===== src/rtl/rom_port_arbiter.sv =====
// Arbitrates the shared instruction-ROM read port between fetch (IF) and load (LD) requesters.
// Optional macro ROM_ARB_RR_EN switches contention from fixed LD>IF priority to round-robin.
`ifndef ROM_ADDRESS_BITWIDTH
`define ROM_ADDRESS_BITWIDTH 16
`endif

module rom_port_arbiter #(
  parameter int unsigned ADDR_W = `ROM_ADDRESS_BITWIDTH,
  parameter int unsigned DATA_W = 32
) (
  input  logic              clk,
  input  logic              reset,
  input  logic              if_req_valid,
  input  logic [ADDR_W-1:0] if_req_addr,
  output logic              if_req_ready,
  input  logic              if_flush,
  output logic              if_resp_valid,
  output logic [DATA_W-1:0] if_resp_data,
  input  logic              ld_req_valid,
  input  logic [ADDR_W-1:0] ld_req_addr,
  output logic              ld_req_ready,
  output logic              ld_resp_valid,
  output logic [DATA_W-1:0] ld_resp_data,
  output logic              ld_resp_err,
  output logic [ADDR_W-1:0] rom_address,
  input  logic [DATA_W-1:0] rom_data
);

  typedef enum logic [1:0] {
    OWN_NONE = 2'd0,
    OWN_IF   = 2'd1,
    OWN_LD   = 2'd2
  } owner_t;

  owner_t            pend_q, pend_d;
  logic              err_q, err_d;
  logic [ADDR_W-1:0] hold_q, hold_d;
  logic [ADDR_W-1:0] if_word_addr, ld_word_addr;
  logic              gnt_if, gnt_ld;
`ifdef ROM_ARB_RR_EN
  logic              last_ld_q, last_ld_d;  // 1: last grant went to LD, 0: to IF
`endif

  assign if_word_addr = {if_req_addr[ADDR_W-1:2], 2'b00};
  assign ld_word_addr = {ld_req_addr[ADDR_W-1:2], 2'b00};

  // State registers: owner of the in-flight read, its error flag, held address.
  always_ff @(posedge clk) begin
    if (reset) begin
      pend_q    <= OWN_NONE;
      err_q     <= 1'b0;
      hold_q    <= '0;
`ifdef ROM_ARB_RR_EN
      last_ld_q <= 1'b0;
`endif
    end else begin
      pend_q    <= pend_d;
      err_q     <= err_d;
      hold_q    <= hold_d;
`ifdef ROM_ARB_RR_EN
      last_ld_q <= last_ld_d;
`endif
    end
  end

  // Grant selection and next-state for the owner/error/hold registers.
  always_comb begin
    gnt_if    = 1'b0;
    gnt_ld    = 1'b0;
    pend_d    = OWN_NONE;
    err_d     = 1'b0;
    hold_d    = hold_q;
`ifdef ROM_ARB_RR_EN
    last_ld_d = last_ld_q;
`endif

    if (!reset) begin
`ifdef ROM_ARB_RR_EN
      if (ld_req_valid && if_req_valid) begin
        gnt_ld = !last_ld_q;
        gnt_if = last_ld_q;
      end else begin
        gnt_ld = ld_req_valid;
        gnt_if = if_req_valid;
      end
`else
      gnt_ld = ld_req_valid;
      gnt_if = if_req_valid && !ld_req_valid;
`endif
    end

    if (gnt_ld) begin
      pend_d = OWN_LD;
      err_d  = |ld_req_addr[1:0];
      hold_d = ld_word_addr;
`ifdef ROM_ARB_RR_EN
      last_ld_d = 1'b1;
`endif
    end else if (gnt_if) begin
      // A flushed fetch still reads the ROM; only its response is dropped.
      pend_d = if_flush ? OWN_NONE : OWN_IF;
      hold_d = if_word_addr;
`ifdef ROM_ARB_RR_EN
      last_ld_d = 1'b0;
`endif
    end
  end

  assign if_req_ready = gnt_if;
  assign ld_req_ready = gnt_ld;

  assign rom_address = gnt_ld ? ld_word_addr :
                       gnt_if ? if_word_addr : hold_q;

  // Responses are suppressed during the reset cycle so an in-flight read is dropped.
  assign if_resp_valid = !reset && (pend_q == OWN_IF);
  assign ld_resp_valid = !reset && (pend_q == OWN_LD);
  assign ld_resp_err   = ld_resp_valid && err_q;
  assign if_resp_data  = rom_data;
  assign ld_resp_data  = rom_data;

endmodule


===== config.mk =====
export PLATFORM = sky130hd
export DESIGN_NAME = rom_port_arbiter
export DESIGN_NICKNAME = d
export VERILOG_FILES = /design/src/rtl/rom_port_arbiter.sv
export SDC_FILE = /design/constraint.sdc
export NUM_CORES = 1
export LEC_CHECK = 0
export BUFFER_PORTS_ARGS = -buffer_cell sky130_fd_sc_hd__buf_2
export CAP_MARGIN = 20
export CELL_PAD_IN_SITES_DETAIL_PLACEMENT = 2
export CELL_PAD_IN_SITES_GLOBAL_PLACEMENT = 2
export CORE_AREA = 2 2 101 103
export DETAILED_ROUTE_END_ITERATION = 8
export DIE_AREA = 0 0 103 105
export GPL_TIMING_DRIVEN = 0
export HOLD_SLACK_MARGIN = 0.08
export PLACE_DENSITY_LB_ADDON = 0.1
export SYNTH_ARGS = -nofsm -noshare
export SYNTH_HDL_FRONTEND = slang
export SYNTH_SLANG_ARGS = --single-unit

===== constraint.sdc =====
create_clock -name clk -period 1 [get_ports clk]
set_input_delay 0.05 -clock clk [delete_from_list [all_inputs] [get_ports clk]]
set_output_delay 0.05 -clock clk [all_outputs]
set_load 0.005 [all_outputs]

# --- Word-level counts from Yosys, hierarchy flattened ---
# Cells that the tools add are included.
word_totals:
  regBits: 19
  inputBits: 69
op_classes:
  muxes: 7
  bitwise_logic: 2
  reduce_logical: 9
  n_eq_ne: 2
op_table:
  columns: ["operator", "count"]
  rows:
  - ["16-bit two-way mux", 2]
  - ["1-bit logical AND", 4]
  - ["1-bit two-way mux", 4]
  - ["2-bit OR reduction", 2]
  - ["3-bit OR reduction", 1]
  - ["2-bit by 1-bit equality test with 1-bit output (second input constant)", 1]
  - ["2-bit equality test (second input constant)", 1]
  - ["1-bit logical NOT", 2]
  - ["2-bit two-way mux", 1]
  - ["1-bit NOT", 2]

# --- Depth between registers and ports, before layout ---
logic_depth:
  word_depth: 5
  depth_mapped: 6

# --- Worst setup path before layout ---
# OpenSTA, ideal clock, no wires.
synth_timing:
  kind: "input to register"
  from: "in if_req_valid"
  to: "reg hold_q[15]"
  cell_stages: 5
  slack_ns: 0.073
  setup_ns: 0.117
  t_arrival_ns: 0.810
  path_cell_list: "buf_4 > buf_6 > mux2_2 > mux2i_1 > nor2_1"
synth_between:
  elab_chain_cells: 4
synth_lines:
  columns: ["element", "line_no", "text"]
  rows:
  - ["start, declared", "13", "input logic if_req_valid,"]
  - ["1-bit logical AND", "88", "gnt_if = if_req_valid && !ld_req_valid;"]
  - ["1-bit two-way mux", "77", "if (!reset) begin"]
  - ["16-bit two-way mux (2 in a row)", null, null]
  - ["end signal, assigned", "59", "hold_q <= hold_d;"]
  - ["end, declared", "37", "logic [ADDR_W-1:0] hold_q, hold_d;"]
# No other way between the ends.
# A chain may end at the register's enable or synchronous reset.

# --- Final worst setup path ---
layout_timing:
  from: "in if_req_valid"
  to: "out rom_address[12]"
layout_between:
  elab_chain_cells: 4
layout_lines:
  columns: ["element", "line_no", "text"]
  rows:
  - ["1-bit logical AND", "88", null]
  - ["1-bit two-way mux", "77", null]
  - ["16-bit two-way mux (2 in a row)", null, null]
  - ["end, declared", "25", "output logic [ADDR_W-1:0] rom_address,"]
# No other way between the ends.

==> results.md <==
* WL per Instance at ~14 um
* CTS tree: built
* Share of cells above drive strength 1 at about three quarters
* GRT Util Overall at between 10 and 15%
* Failing checks: negative setup slack
* Synth Register Bits at 19
* Worst Max-Slew Pin Slew at approximately 0.36 ns
* Die width at 103 um
* FP Rows at 36
* Final Hold Viols at 0
* Slew headroom at about three quarters
* Clock skew at 0 ns
* Register area share after synthesis at about 22%
* Hold crit path type: primary input to flip-flop
* Cells after Synth at 203
* Multi-input gate area at ~940 um2
* Post-synthesis async set-or-reset flop share at 0%
* P&R area growth vs syn at 80.7%
* Inserted Clock Buffers at 3
* Metal3 WL at ~610 um
* CP Data Arrival Time at around 1.0 ns
* Fin nets at ~420
* Worst path slowest cell: or2_1
* Gp weighted congestion at between 0.6 and 0.7
* Core area at 0.00964 mm2
* R2r endpoint: hold_q[12]
* # diodes at 0
* Yosys warns at 0
* Crit path cell chain: buf_12 > or2_1 > buf_6 > buf_12 > o22ai_1 > nor3_2 > buf_2
* Max VDD drop at 0.345 mV
* Starting DRT DRC Count at 17
* DR DRC count at 0
* Maxcap violations at 0
* Netlist Area Pre-Place at roughly 0.0017 mm2
* Levels on crit path at 7
* Detailed Place HPWL at around 5 mm
* Flop2flop setup slack at around 0.11 ns
* Launch point of the worst path: if_req_valid
* Part of the cycle the worst path needs at 107%
* Synth top area share at around 29%
* Status: complete, but fails checks
* Crit path to: rom_address[12]
* Met2 Wirelength at ~3.6 mm
* First-pass GRT wire length at between 10 and 15 mm
* Worst Setup End Kind: output pin
* Worst path required time at around 0.95 ns
* Crit-path leading delay family: buffers and inverters
* Final setup margin at -0.0676 ns
* Via Count at roughly 1,900
* Worst-path maximum fanout at 6
* Root buffer cell: clkbuf_8
* Largest cells by area after synthesis: buf_4 (29%), dfxtp_1 (22%), mux2_2 (9.1%), mux2i_1 (8.1%), nor2_1 (7.0%)
* Largest net degree at the start of global routing at 11
* Initial antenna violation count at 0
* Register area at between 300 and 400 um2
* Setup CP Type: primary input to output pin
* Max Freq at about 940 MHz
* PwrDens at between 800 and 900 mW/mm2
* Worst r2r src: hold_q[12]
* P_leak at around 1.6 nW
* Post-synth EDFFs at 0
* Distinct cell type count of the synthesized netlist at 23
* Largest buffer count on any clock path at 2
* CTS Sinks at 19
* CP bufs+invs at 4
* Gr ovfl total at 0
* Most Frequent Cell on Critical Path: buf_12
* IO Port Bufs at 116
* Most common cell in the netlist: buf_4
* Die Ht at 105 um
* FILL cells at about 1,200
* Initial Utilization at 17.9%
* Area leader, netlist: buf_4
* Synth Net Count at between 200 and 300
* Final WL at between 6 and 7 mm
* Prevailing post-synth register cell: dfxtp_1
* Post-Syn Area per Cell at around 8.5 um2
* RSZ-0062 raised after global routing: true
* Number of global-route vias before repair at 2,111
* Full die area at between 0.01 and 0.015 mm2
* H-Tree Depth at 1
* Max stage delay on crit path at 0.23 ns
* Setup-failing EPs final at 13
* Slew Viols, Final at 0
* Post-route ant nets at 0
* Clock transition at the registers of the reported paths at around 0.07 ns
* Worst slack, placed at -0.277 ns
* WL met1 at about 2.7 mm
* Worst skew pair latency at between 0.2 and 0.3 ns
* # IOs at 154
* Min Tclk post-route at around 1.1 ns
* 1st-pass router iterations at 4
* Top Layer Used: met4
* Worst R2R Path Depth at 3
* Via density at approximately 4.0
* Sum Neg Setup Slack at -0.497 ns
* List of most frequent post-synthesis cells: buf_4 (66), nor2_1 (32), dfxtp_1 (19)
* Worst setup SP type: primary input
==> kinds of logic (layout without fill, tap and decap cells) <==
kind of cell | count (synthesis) | in the layout | share of synthesized area, %
muxes | 28 | 28 | 17.2
and+or+nand+nor | 47 | 47 | 12.5
buffers and inverters | 82 | 230 | 35.4
AOI/OAI and AO/OA | 27 | 27 | 12.9
DFF | 19 | 19 | 22.0
==> cell usage in the layout, fill, tap and decap left out, types with 2 or more instances in the layout <==
| cell type | count |
|---|---|
| buf_2 | 117 |
| buf_4 | 75 |
| nor2_1 | 29 |
| dlygate4sd3_1 | 17 |
| mux2_2 | 14 |
| mux2i_1 | 14 |
| dfxtp_1 | 13 |
| o32ai_2 | 7 |
| a21oi_2 | 7 |
| buf_12 | 6 |
| dfxtp_2 | 6 |
| buf_6 | 4 |
| a21oi_4 | 4 |
| nor3_2 | 4 |
| nor2_2 | 3 |
| o32ai_4 | 3 |
| nor3_1 | 3 |
| clkbuf_8 | 3 |
| nand2b_4 | 2 |
| inv_1 | 2 |
| a21boi_2 | 2 |
| nor3b_2 | 2 |
| o22ai_2 | 2 |
| and3_1 | 2 |
| clkbuf_16 | 2 |
==> worst min path at each step <==
stage / startpoint / to / cells after the start / slack [ns]
2_1_floorplan: if_flush / pend_q[0] / 1 / 0.13
3_3_place_gp: if_flush / pend_q[0] / 2 / 0.22
3_5_place_dp: if_flush / pend_q[0] / 2 / 0.22
6_report: ld_req_valid / hold_q[11] / 4 / 0.17
5_1_grt: ld_req_valid / hold_q[10] / 4 / 0.18
4_1_cts: ld_req_valid / hold_q[11] / 4 / 0.16
==> worst reg2reg max path, cell delays in order, from the launching register on <==
cell,delay (ns)
dfxtp_2,0.33
mux2_2,0.26
mux2i_1,0.14
nor2_1,0.05
==> through the flow <==
step                      util (%)  cell area, um2  power [mW]  std cells  hold slack, ns
after detailed placement      25.7            2470        1.75        452           0.224
after global routing          32.4            3120        2.71        484           0.183
after CTS                     30.6            2950        2.50        483           0.158
after floorplan                  -            1730        1.38        203           0.128
after global placement        25.7            2470        1.73        452           0.219
final                         32.4            3120        2.54        484           0.169
==> final cells by class <==
type	count	area share, %
Multi-Input combinational cell	102	30.2
Timing Repair Buffer	146	29.3
Buffer	77	20.8
Sequential cell	19	12.4
Tap cell	133	5.33
Clock buffer	4	1.44
Inverter	3	0.401
==> registers in the layout, summed over array words and instances (netlist names) <==
name    flops
err_q       1
pend_q      2
hold_q     16
==> per-layer routing <==
layer | global-route usage (%) | vias to the layer above
li1 | - | 922
met1 | 14.5 | 897
met2 | 22.4 | 90
met3 | 2.61 | 4
met4 | 2.54 | 0
met5 | 0 | -
==> power by group <==
part	total [mW]	internal (mW)	switching, mW
logic	1.13	0.680	0.452
registers	0.840	0.806	0.0342
clock network	0.566	0.284	0.282
==> timing repair <==
| action | 4_1_cts | 5_1_grt |
|---|---|---|
| buffers inserted | 9 | 1 |
| resized for setup | 37 | 23 |
| cloned | 1 | 2 |
| hold buffers | 17 | 0 |
| setup endpoints to repair | 18 | 17 |
| pin swaps | 11 | 17 |
| endpoints found under the hold margin | 16 | 0 |
No activity file was read; power rests on OpenSTA's default activity.
